$ cat src/rtl/mvu_rdc_reader.sv
// mvu_rdc_reader: reads len consecutive words from one MVU over the rdc port and
// streams them out as a valid/ready word stream with a last-word flag.
// Latency: request to out_valid is 2 cycles (1-cycle MVU read, then FIFO push).
// Backpressure: a request is issued only when the FIFO can absorb every read in flight.
// Ports: clk/rst; start/mvu_sel/base_addr/len command; busy/done status;
//        mvu_rdc_en/addr/grnt/word rdc bus; out_valid/out_ready/out_word/out_last stream.

// mvu_rdc_fifo: first-word-fall-through buffer for returned read words.
// Latency: a pushed word is visible at head_dat the cycle after the push.
// Backpressure: none internally; the caller must never push into a full FIFO without popping.
module mvu_rdc_fifo #(
    parameter int WIDTH = 64,
    parameter int DEPTH = 4
) (
    input  logic                   clk,
    input  logic                   rst,
    input  logic                   push,
    input  logic [WIDTH-1:0]       push_dat,
    input  logic                   pop,
    output logic [WIDTH-1:0]       head_dat,
    output logic                   empty,
    output logic [$clog2(DEPTH):0] count
);
    localparam int AW = $clog2(DEPTH);
    localparam int CW = AW + 1;

    logic [AW-1:0]    wr_ptr_q, wr_ptr_d;
    logic [AW-1:0]    rd_ptr_q, rd_ptr_d;
    logic [CW-1:0]    cnt_q, cnt_d;
    logic [WIDTH-1:0] mem_q [DEPTH];
    logic [WIDTH-1:0] mem_d [DEPTH];

    always_comb begin
        wr_ptr_d = wr_ptr_q;
        rd_ptr_d = rd_ptr_q;
        cnt_d    = cnt_q;
        mem_d    = mem_q;
        if (push) begin
            mem_d[wr_ptr_q] = push_dat;
            wr_ptr_d        = wr_ptr_q + AW'(1);
        end
        if (pop) begin
            rd_ptr_d = rd_ptr_q + AW'(1);
        end
        // Pointers wrap naturally because DEPTH is a power of two.
        if (push && !pop) begin
            cnt_d = cnt_q + CW'(1);
        end else if (pop && !push) begin
            cnt_d = cnt_q - CW'(1);
        end
    end

    always_ff @(posedge clk) begin
        if (rst) begin
            wr_ptr_q <= '0;
            rd_ptr_q <= '0;
            cnt_q    <= '0;
        end else begin
            wr_ptr_q <= wr_ptr_d;
            rd_ptr_q <= rd_ptr_d;
            cnt_q    <= cnt_d;
        end
    end

    // Storage is not reset: clearing the pointers is enough to discard contents.
    always_ff @(posedge clk) begin
        mem_q <= mem_d;
    end

    assign head_dat = mem_q[rd_ptr_q];
    assign empty    = (cnt_q == '0);
    assign count    = cnt_q;
endmodule

module mvu_rdc_reader #(
    parameter int NMVU       = 8,
    parameter int BDBANKA    = 15,
    parameter int BDBANKW    = 64,
    parameter int LEN_W      = 16,
    parameter int FIFO_DEPTH = 4
) (
    input  logic                       clk,
    input  logic                       rst,
    input  logic                       start,
    input  logic [$clog2(NMVU)-1:0]    mvu_sel,
    input  logic [BDBANKA-1:0]         base_addr,
    input  logic [LEN_W-1:0]           len,
    output logic                       busy,
    output logic                       done,
    output logic [NMVU-1:0]            mvu_rdc_en,
    output logic [NMVU*BDBANKA-1:0]    mvu_rdc_addr,
    input  logic [NMVU-1:0]            mvu_rdc_grnt,
    input  logic [NMVU*BDBANKW-1:0]    mvu_rdc_word,
    output logic                       out_valid,
    input  logic                       out_ready,
    output logic [BDBANKW-1:0]         out_word,
    output logic                       out_last
);
    localparam int SEL_W = $clog2(NMVU);
    localparam int CW    = $clog2(FIFO_DEPTH) + 1;

    typedef enum logic [1:0] {
        S_IDLE,
        S_REQ,
        S_DRAIN,
        S_DONE
    } state_t;

    state_t             state_q, state_d;
    logic [SEL_W-1:0]   sel_q, sel_d;
    logic [BDBANKA-1:0] addr_q, addr_d;
    logic [LEN_W-1:0]   len_q, len_d;
    logic [LEN_W-1:0]   req_cnt_q, req_cnt_d;
    logic [LEN_W-1:0]   ret_cnt_q, ret_cnt_d;
    logic [LEN_W-1:0]   pop_cnt_q, pop_cnt_d;
    // A granted read returns exactly one cycle later, so one flag tracks it.
    logic               rd_pend_q, rd_pend_d;

    logic               fifo_push;
    logic               fifo_pop;
    logic               fifo_empty;
    logic [CW-1:0]      fifo_cnt;
    logic [BDBANKW-1:0] fifo_head;
    logic [BDBANKW-1:0] word_sel;
    logic [CW:0]        occupancy;
    logic               credit_ok;
    logic               req_vld;
    logic               req_hs;
    logic               last_pop;
    logic               pop_is_last;

    // Slots already spoken for: words buffered plus the read still in flight.
    assign occupancy   = {1'b0, fifo_cnt} + (CW+1)'(rd_pend_q);
    assign credit_ok   = (occupancy < (CW+1)'(FIFO_DEPTH));
    assign req_vld     = (state_q == S_REQ) && credit_ok;
    assign req_hs      = req_vld && mvu_rdc_grnt[sel_q];
    assign word_sel    = mvu_rdc_word[int'(sel_q)*BDBANKW +: BDBANKW];

    assign fifo_push   = rd_pend_q;
    assign fifo_pop    = out_valid && out_ready;
    assign pop_is_last = (pop_cnt_q == (len_q - LEN_W'(1)));
    assign last_pop    = fifo_pop && pop_is_last;

    mvu_rdc_fifo #(
        .WIDTH (BDBANKW),
        .DEPTH (FIFO_DEPTH)
    ) u_fifo (
        .clk      (clk),
        .rst      (rst),
        .push     (fifo_push),
        .push_dat (word_sel),
        .pop      (fifo_pop),
        .head_dat (fifo_head),
        .empty    (fifo_empty),
        .count    (fifo_cnt)
    );

    always_comb begin
        state_d   = state_q;
        sel_d     = sel_q;
        addr_d    = addr_q;
        len_d     = len_q;
        req_cnt_d = req_cnt_q;
        ret_cnt_d = ret_cnt_q + LEN_W'(fifo_push);
        pop_cnt_d = pop_cnt_q + LEN_W'(fifo_pop);
        rd_pend_d = req_hs;

        case (state_q)
            S_IDLE: begin
                if (start) begin
                    sel_d     = mvu_sel;
                    addr_d    = base_addr;
                    len_d     = len;
                    req_cnt_d = '0;
                    ret_cnt_d = '0;
                    pop_cnt_d = '0;
                    state_d   = (len == '0) ? S_DONE : S_REQ;
                end
            end
            S_REQ: begin
                if (req_hs) begin
                    addr_d    = addr_q + BDBANKA'(1);
                    req_cnt_d = req_cnt_q + LEN_W'(1);
                    if ((req_cnt_q + LEN_W'(1)) == len_q) begin
                        state_d = S_DRAIN;
                    end
                end
            end
            S_DRAIN: begin
                // Leave as the final word is consumed so done follows it by one cycle.
                if (last_pop ||
                    (fifo_empty && !rd_pend_q && (ret_cnt_q == len_q))) begin
                    state_d = S_DONE;
                end
            end
            S_DONE: begin
                state_d = S_IDLE;
            end
            default: begin
                state_d = S_IDLE;
            end
        endcase
    end

    always_ff @(posedge clk) begin
        if (rst) begin
            state_q   <= S_IDLE;
            sel_q     <= '0;
            addr_q    <= '0;
            len_q     <= '0;
            req_cnt_q <= '0;
            ret_cnt_q <= '0;
            pop_cnt_q <= '0;
            rd_pend_q <= 1'b0;
        end else begin
            state_q   <= state_d;
            sel_q     <= sel_d;
            addr_q    <= addr_d;
            len_q     <= len_d;
            req_cnt_q <= req_cnt_d;
            ret_cnt_q <= ret_cnt_d;
            pop_cnt_q <= pop_cnt_d;
            rd_pend_q <= rd_pend_d;
        end
    end

    // Only the selected MVU sees a request; every other bit and slice stays 0.
    always_comb begin
        mvu_rdc_en   = '0;
        mvu_rdc_addr = '0;
        if (req_vld) begin
            mvu_rdc_en[sel_q]                                 = 1'b1;
            mvu_rdc_addr[int'(sel_q)*BDBANKA +: BDBANKA]      = addr_q;
        end
    end

    assign busy      = (state_q != S_IDLE);
    assign done      = (state_q == S_DONE);
    assign out_valid = !fifo_empty;
    // Stale storage is masked so the stream reads 0 whenever nothing is valid.
    assign out_word  = out_valid ? fifo_head : '0;
    assign out_last  = out_valid && pop_is_last;
endmodule

$ cat config.mk
export PLATFORM = sky130hd
export DESIGN_NAME = mvu_rdc_reader
export DESIGN_NICKNAME = d
export VERILOG_FILES = /design/src/rtl/mvu_rdc_reader.sv
export SDC_FILE = /design/constraint.sdc
export NUM_CORES = 1
export LEC_CHECK = 0
export ABC_AREA = 1
export BUFFER_PORTS_ARGS = -buffer_cell sky130_fd_sc_hd__buf_2
export CORE_AREA = 2 2 290 292
export CTS_BUF_LIST = sky130_fd_sc_hd__clkbuf_8
export DETAILED_ROUTE_END_ITERATION = 16
export DIE_AREA = 0 0 292 294
export GPL_TIMING_DRIVEN = 0
export HOLD_SLACK_MARGIN = 0.1
export PLACE_DENSITY_LB_ADDON = 0.08
export SETUP_SLACK_MARGIN = 0.1
export SLEW_MARGIN = 20
export SYNTH_ARGS = -nofsm -noshare
export SYNTH_HDL_FRONTEND = slang
export SYNTH_SLANG_ARGS = --single-unit
export TNS_END_PERCENT = 10
$ cat constraint.sdc
create_clock -name clk -period 3.4 [get_ports clk]
set_clock_uncertainty 0.1 [all_clocks]
set_input_delay 0.34 -clock clk [delete_from_list [all_inputs] [get_ports clk]]
set_output_delay 0.34 -clock clk [all_outputs]
set_load 0.005 [all_outputs]
* Word-level counts from Yosys, hierarchy flattened *
Cells that the tools add are included.

word-level totals
  register bits after elaboration = 348
  input port bits = 558
  output and inout port bits = 196
  word-level logic and storage cells = 104

cells by class
  add/sub/neg operators = 11
  $mul = 1
  order comparisons = 6
  eq/ne operators = 10
  shift operators = 3
  multiplexer cells = 31
  bitwise logic cells = 3
  reductions and logical operators = 24

operators with widths
  cell                         count
  $shiftx A512 B10 Y64         1
  $bwmux W256                  1
  $mux W64                     4
  $bmux W64 S2                 1
  $demux W64 S2                1
  $and A120 B120 Y120          1
  $mux W120                    1
  $shift A15 B33 Y120 const A  1
  $shiftx A15 B33 Y120         1
  $mux W16                     6
  $eq A16 B16 Y1               3
  $neg A7 Y33                  1
  $add A16 B1 Y16              2
  $pmux W16 S2                 1
  $mux W15                     2
  $pmux W15 S2                 1
  $add A16 B1 Y16 const B      1
  $logic_not A16 Y1            1
  $sub A16 B1 Y16 const B      1
  $add A15 B1 Y15 const B      1
  $logic_and A1 B1 Y1          11
  $mux W2                      5
  $mux W8                      1
  $pmux W2 S4                  1
  27 further kinds             39

* Longest topological paths before layout *
  depth after elaboration = 7
  depth in mapped cells = 18
  mapped depth without buffers = 18

* Hierarchy *
A second synthesis with hierarchy kept.

unflattened totals
  cell total of the unflattened synthesis = 2,327
  area total of the unflattened synthesis = 19,356.1 um^2

by module, submodules not included
  module          times used  cells an instance  area an instance (um^2)  seq. area each (um^2)
  mvu_rdc_fifo    1           673                9,839.4                  7,827.5
  mvu_rdc_reader  1           1,654              9,516.6                  1,701.6

* Worst setup path before layout *
No wires, ideal clock.

  kind = reg2reg
  from = register u_fifo.wr_ptr_q[0] (netlist name)
  to = register u_fifo.mem_q[100] (netlist name) (enable)
  setup time = 418 ps
  arrival time = 1,853 ps
  required time = 2,882 ps
  slack = 1,028 ps
  cell stages (with the launch flop) = 5
  path buffers = 0
  period minus slack after synthesis = 2,372 ps
  cells stage by stage = dfxtp_1 > inv_1 > ha_1 > nand2_1 > inv_1

RTL lines
  element                 line  RTL
  end signal: assignment  67    mem_q <= mem_d;
  end: declaration        30    logic [WIDTH-1:0] mem_q [DEPTH];

* Worst setup path after layout *
  from = register sel_q[2]
  to = register u_fifo.mem_q[171] (netlist name) (data pin)

between the ends
  word-level cells in the longest chain between the ends = 2

ends and longest elaborated chain
  element                   line  RTL
  start: declaration        110   logic [SEL_W-1:0] sel_q, sel_d;
  start signal: assignment  217   sel_q <= sel_d;
  $shiftx A512 B10 Y64      137   assign word_sel = mvu_rdc_word[int'(sel_q)*BDBANKW +: BDBANKW];
  via u_fifo.push_dat[43]   18    input logic [WIDTH-1:0] push_dat,
  $bwmux W256               39    mem_d[wr_ptr_q] = push_dat;

The timed path passes the listed nets, and every way through them passes these cells.
A chain may end at the register's enable or synchronous reset.

==> flow_metrics.py <==
metrics = {
    "setup_path": {
        "critPathLaunchType": "flop",
        "ff2ff_path_depth": 8,
        "critPathBufInv": 4,
        "path_delay_family": "buffers and inverters",
        "cp_max_fo": 10,
        "worstPathRequired_ns": 3.52,
        "critPathMaxStageDelay_ns": 0.60,
        "cp_cell_sequence": "buf_4, inv_1, nand3_1, inv_2, buf_2, a22o_1, a221oi_1, nand4_1",
        "crit_slowest_cell": "a221oi_1",
        "rrSetupSlack_ns": 0.01,
        "worstPathArrival_ns": 3.51,
        "cp-end-kind": "flop",
        "crit_cells": 8,
        "critical_path_class": "reg2reg",
    },
    "pwr": {
        "power_density_nw_per_um2": 713,
        "leakage_nw": 11.5,
        "ir_worst_vdd_v": 0.000478,
    },
    "timing": {
        "slew-limit-headroom_pct": 21.5,
        "final_max_slew_viol_count": 0,
        "fmax_mhz": 295,
        "finalHoldViolations": 0,
        "setup_ws_ns": 0.0115,
        "setup_viol": 0,
        "worst-slew-pin-transition_ns": 1.18,
        "fin_crit_sh_pct": 99.7,
        "finalCriticalPeriod_ns": 3.39,
        "rsz0062_at_grt": "true",
        "timing.hold.ws_ns": 0.135,
    },
    "cells_and_area": {
        "stdcell_area_um2": 27800,
        "synthToLayoutAreaGrowth_pct": 44.8,
        "post-route-util_pct": 33.6,
        "drive_gt1_share_pct": 31.5,
        "fillCellCount": 8930,
        "layout.nets": 3849,
    },
    "global_route": {
        "grt_pass1_vias": 22200,
        "gr-total-overflow": 0,
        "grt_usage_pct": 29.4,
        "grt_max_degree": 41,
        "grt_pass1_wl_um": 176000,
        "antenna_found_initial": 23,
    },
    "synth": {
        "yosys_register_bits": 348,
        "synthDistinctLibCells": 50,
        "synth_top_area_share_pct": 40.0,
        "synth_nets": 2857,
        "synth-async-reset-ratio_pct": 0,
        "ys_warn_count": 0,
        "syn_inst": 2278,
        "synth_area_leaders": "edfxtp_1 (40%), dfxtp_1 (9.6%), nor2_1 (7.5%), nand2_1 (6.9%), o21ai_0 (5.3%)",
        "avgSynthCellArea_um2": 8.44,
        "synth_area_um2": 19200,
        "synth_ff_type": "edfxtp_1",
        "yosysSeqAreaShare_pct": 49.6,
        "synth-edff-count": 256,
        "yosys-top-cells-count": "nor2_1 (383), nand2_1 (352), edfxtp_1 (256)",
        "yosysMostFrequentCell": "nor2_1",
        "synth.largest_area_cell": "edfxtp_1",
    },
    "flow_run": {
        "drv_cap": 0,
    },
    "min_path": {
        "min_path_cells": 3,
        "holdCritPathClass": "in2reg",
    },
    "clocking": {
        "cts_buffer_depth": 3,
        "insertion_delay_ns": 0.62,
        "cts.sinks": 348,
        "cts_tree": "yes",
        "htree_levels": 3,
        "cts_buffers": 68,
        "path_clk_slew_ns": 0.06,
        "ctsRootBufferMaster": "clkbuf_8",
    },
    "die": {
        "start_util_pct": 23.2,
        "pin_count": 754,
        "row_count": 106,
        "chipWidth_um": 292,
        "die_h_um": 294,
        "dieArea_um2": 85800,
        "coreArea_um2": 82900,
    },
    "placement": {
        "gp_congestion": 0.981,
        "place_area_um2": 24500,
        "pre_cts_ws_ns": -0.779,
        "hpwlAfterDp_um": 105000,
        "numPortBuffers": 753,
    },
    "run_status": {
        "outcome": "complete, no violations",
    },
    "drt": {
        "drt_pre_antenna_iters": 5,
        "drc_errors": 0,
        "routed_via_density": 5.11,
        "wl_per_cell_um": 29.9,
        "vias": 22600,
        "detail-route-antenna-nets": 0,
        "drtIter0Drc": 1805,
        "wirelength_um": 132000,
    },
}
metrics by stage:
stage / std cells / total power (W) / TNS (ns)
final: 4411 / 0.0198 / 0
after global routing: 4404 / 0.0208 / -0.0296
after floorplan: 2278 / 0.0103 / 0
after global placement: 4111 / 0.0152 / -197.95
after detailed placement: 4117 / 0.0153 / -15.96
after CTS: 4400 / 0.0199 / -0.00407
cells by family (layout without fill, tap and decap cells):
| logic type | count (synthesis) | in the layout | synth area share, % |
|---|---|---|---|
| adder cells (fa/ha/maj) | 21 | 21 | 1.41 |
| other | 0 | 10 | 0 |
| buffers and inverters | 274 | 1317 | 5.62 |
| XOR/XNOR | 29 | 29 | 1.54 |
| flip-flops | 348 | 348 | 49.6 |
| AND/OR/NAND/NOR | 1028 | 1028 | 23.1 |
| AO/OA/AOI/OAI | 578 | 578 | 18.8 |
metal layers:
layer | vias up | routed length, um | GRT usage [%]
met1 | 11000 | 53300 | 36.8
li1 | 10100 | - | -
met5 | - | 72 | 0
met4 | 12 | 6070 | 13.0
met3 | 239 | 10400 | 5.56
met2 | 1165 | 62000 | 49.1
worst register-to-register path, cell delays in order, from the launching register on:
cell      delay (ns)
dfxtp_1         0.31
buf_4           0.22
inv_1           0.11
nand3_1         0.25
inv_2           0.28
buf_2           0.39
a22o_1          0.25
a221oi_1        0.60
nand4_1         0.48
worst paths after layout:
kind                                 from                           end
max                 sel_q[2]$_SDFFE_PP0P_   u_fifo.mem_q[171]$_DFFE_PP_
min reg2reg  u_fifo.count[1]$_SDFFE_PP0P_  u_fifo.count[1]$_SDFFE_PP0P_
max reg2reg         sel_q[2]$_SDFFE_PP0P_   u_fifo.mem_q[171]$_DFFE_PP_
min                            mvu_sel[2]         sel_q[2]$_SDFFE_PP0P_
registers in the layout (all words and copies together) (netlist names):
signal and count:
addr_q 15, u_fifo.wr_ptr_q 2, sel_q 3, len_q 16, u_fifo.count 3, state_q 2
ret_cnt_q 16, pop_cnt_q 16, req_cnt_q 16, fifo_push 1, u_fifo.mem_q 256, u_fifo.rd_ptr_q 2
layout make-up:
type                    count  area [um2]  area share [%]
clock inverters            50         299            1.07
multi-input cells        1656        8900            32.0
flip-flops and latches    348        9540            34.3
inverters                 129         502            1.80
diodes                     10        25.0          0.0899
plain buffers             145         708            2.54
well taps                1080        1350            4.85
clock buffers              71         977            3.51
repair buffers            922        5540            19.9
power breakdown:
part / total, W / internal, W / switching (W) / leakage, nW
logic: 0.00982 / 0.00276 / 0.00706 / 7.71
clock network: 0.00410 / 0.00216 / 0.00194 / 0.723
registers: 0.00592 / 0.00544 / 0.000482 / 3.07
total: 0.0198 / 0.0104 / 0.00948 / 11.5
cell usage in the layout, fill, tap and decap left out, drive strengths merged, types with 2 or more instances in the layout:
| cell type | n |
|---|---|
| buf | 815 |
| nor2 | 394 |
| nand2 | 358 |
| edfxtp | 256 |
| o21ai | 218 |
| dlygate4sd3 | 162 |
| clkbuf | 159 |
| inv | 152 |
| a21oi | 137 |
| nor3 | 121 |
| dfxtp | 92 |
| nand4 | 79 |
| a22oi | 70 |
| nand3 | 60 |
| a221oi | 57 |
| a22o | 49 |
| ha | 20 |
| a31oi | 18 |
| xor2 | 18 |
| clkinv | 18 |
| a211oi | 12 |
| diode | 10 |
| xnor2 | 8 |
| o22ai | 8 |
| clkinvlp | 6 |
| nor4 | 6 |
| xnor3 | 3 |
| or2 | 3 |
| nor3b | 3 |
| o211a | 3 |
| bufinv | 3 |
| a32o | 2 |
| clkdlybuf4s15 | 2 |
| nand3b | 2 |
| and3 | 2 |
timing repair:
action,in CTS,in global routing
endpoints found under the setup margin,380,141
endpoints found under the hold margin,177,1
buffers inserted,1,0
resized for setup,94,54
hold buffers,161,1
pin swaps,2,1
(Power assumes the default switching activity.)
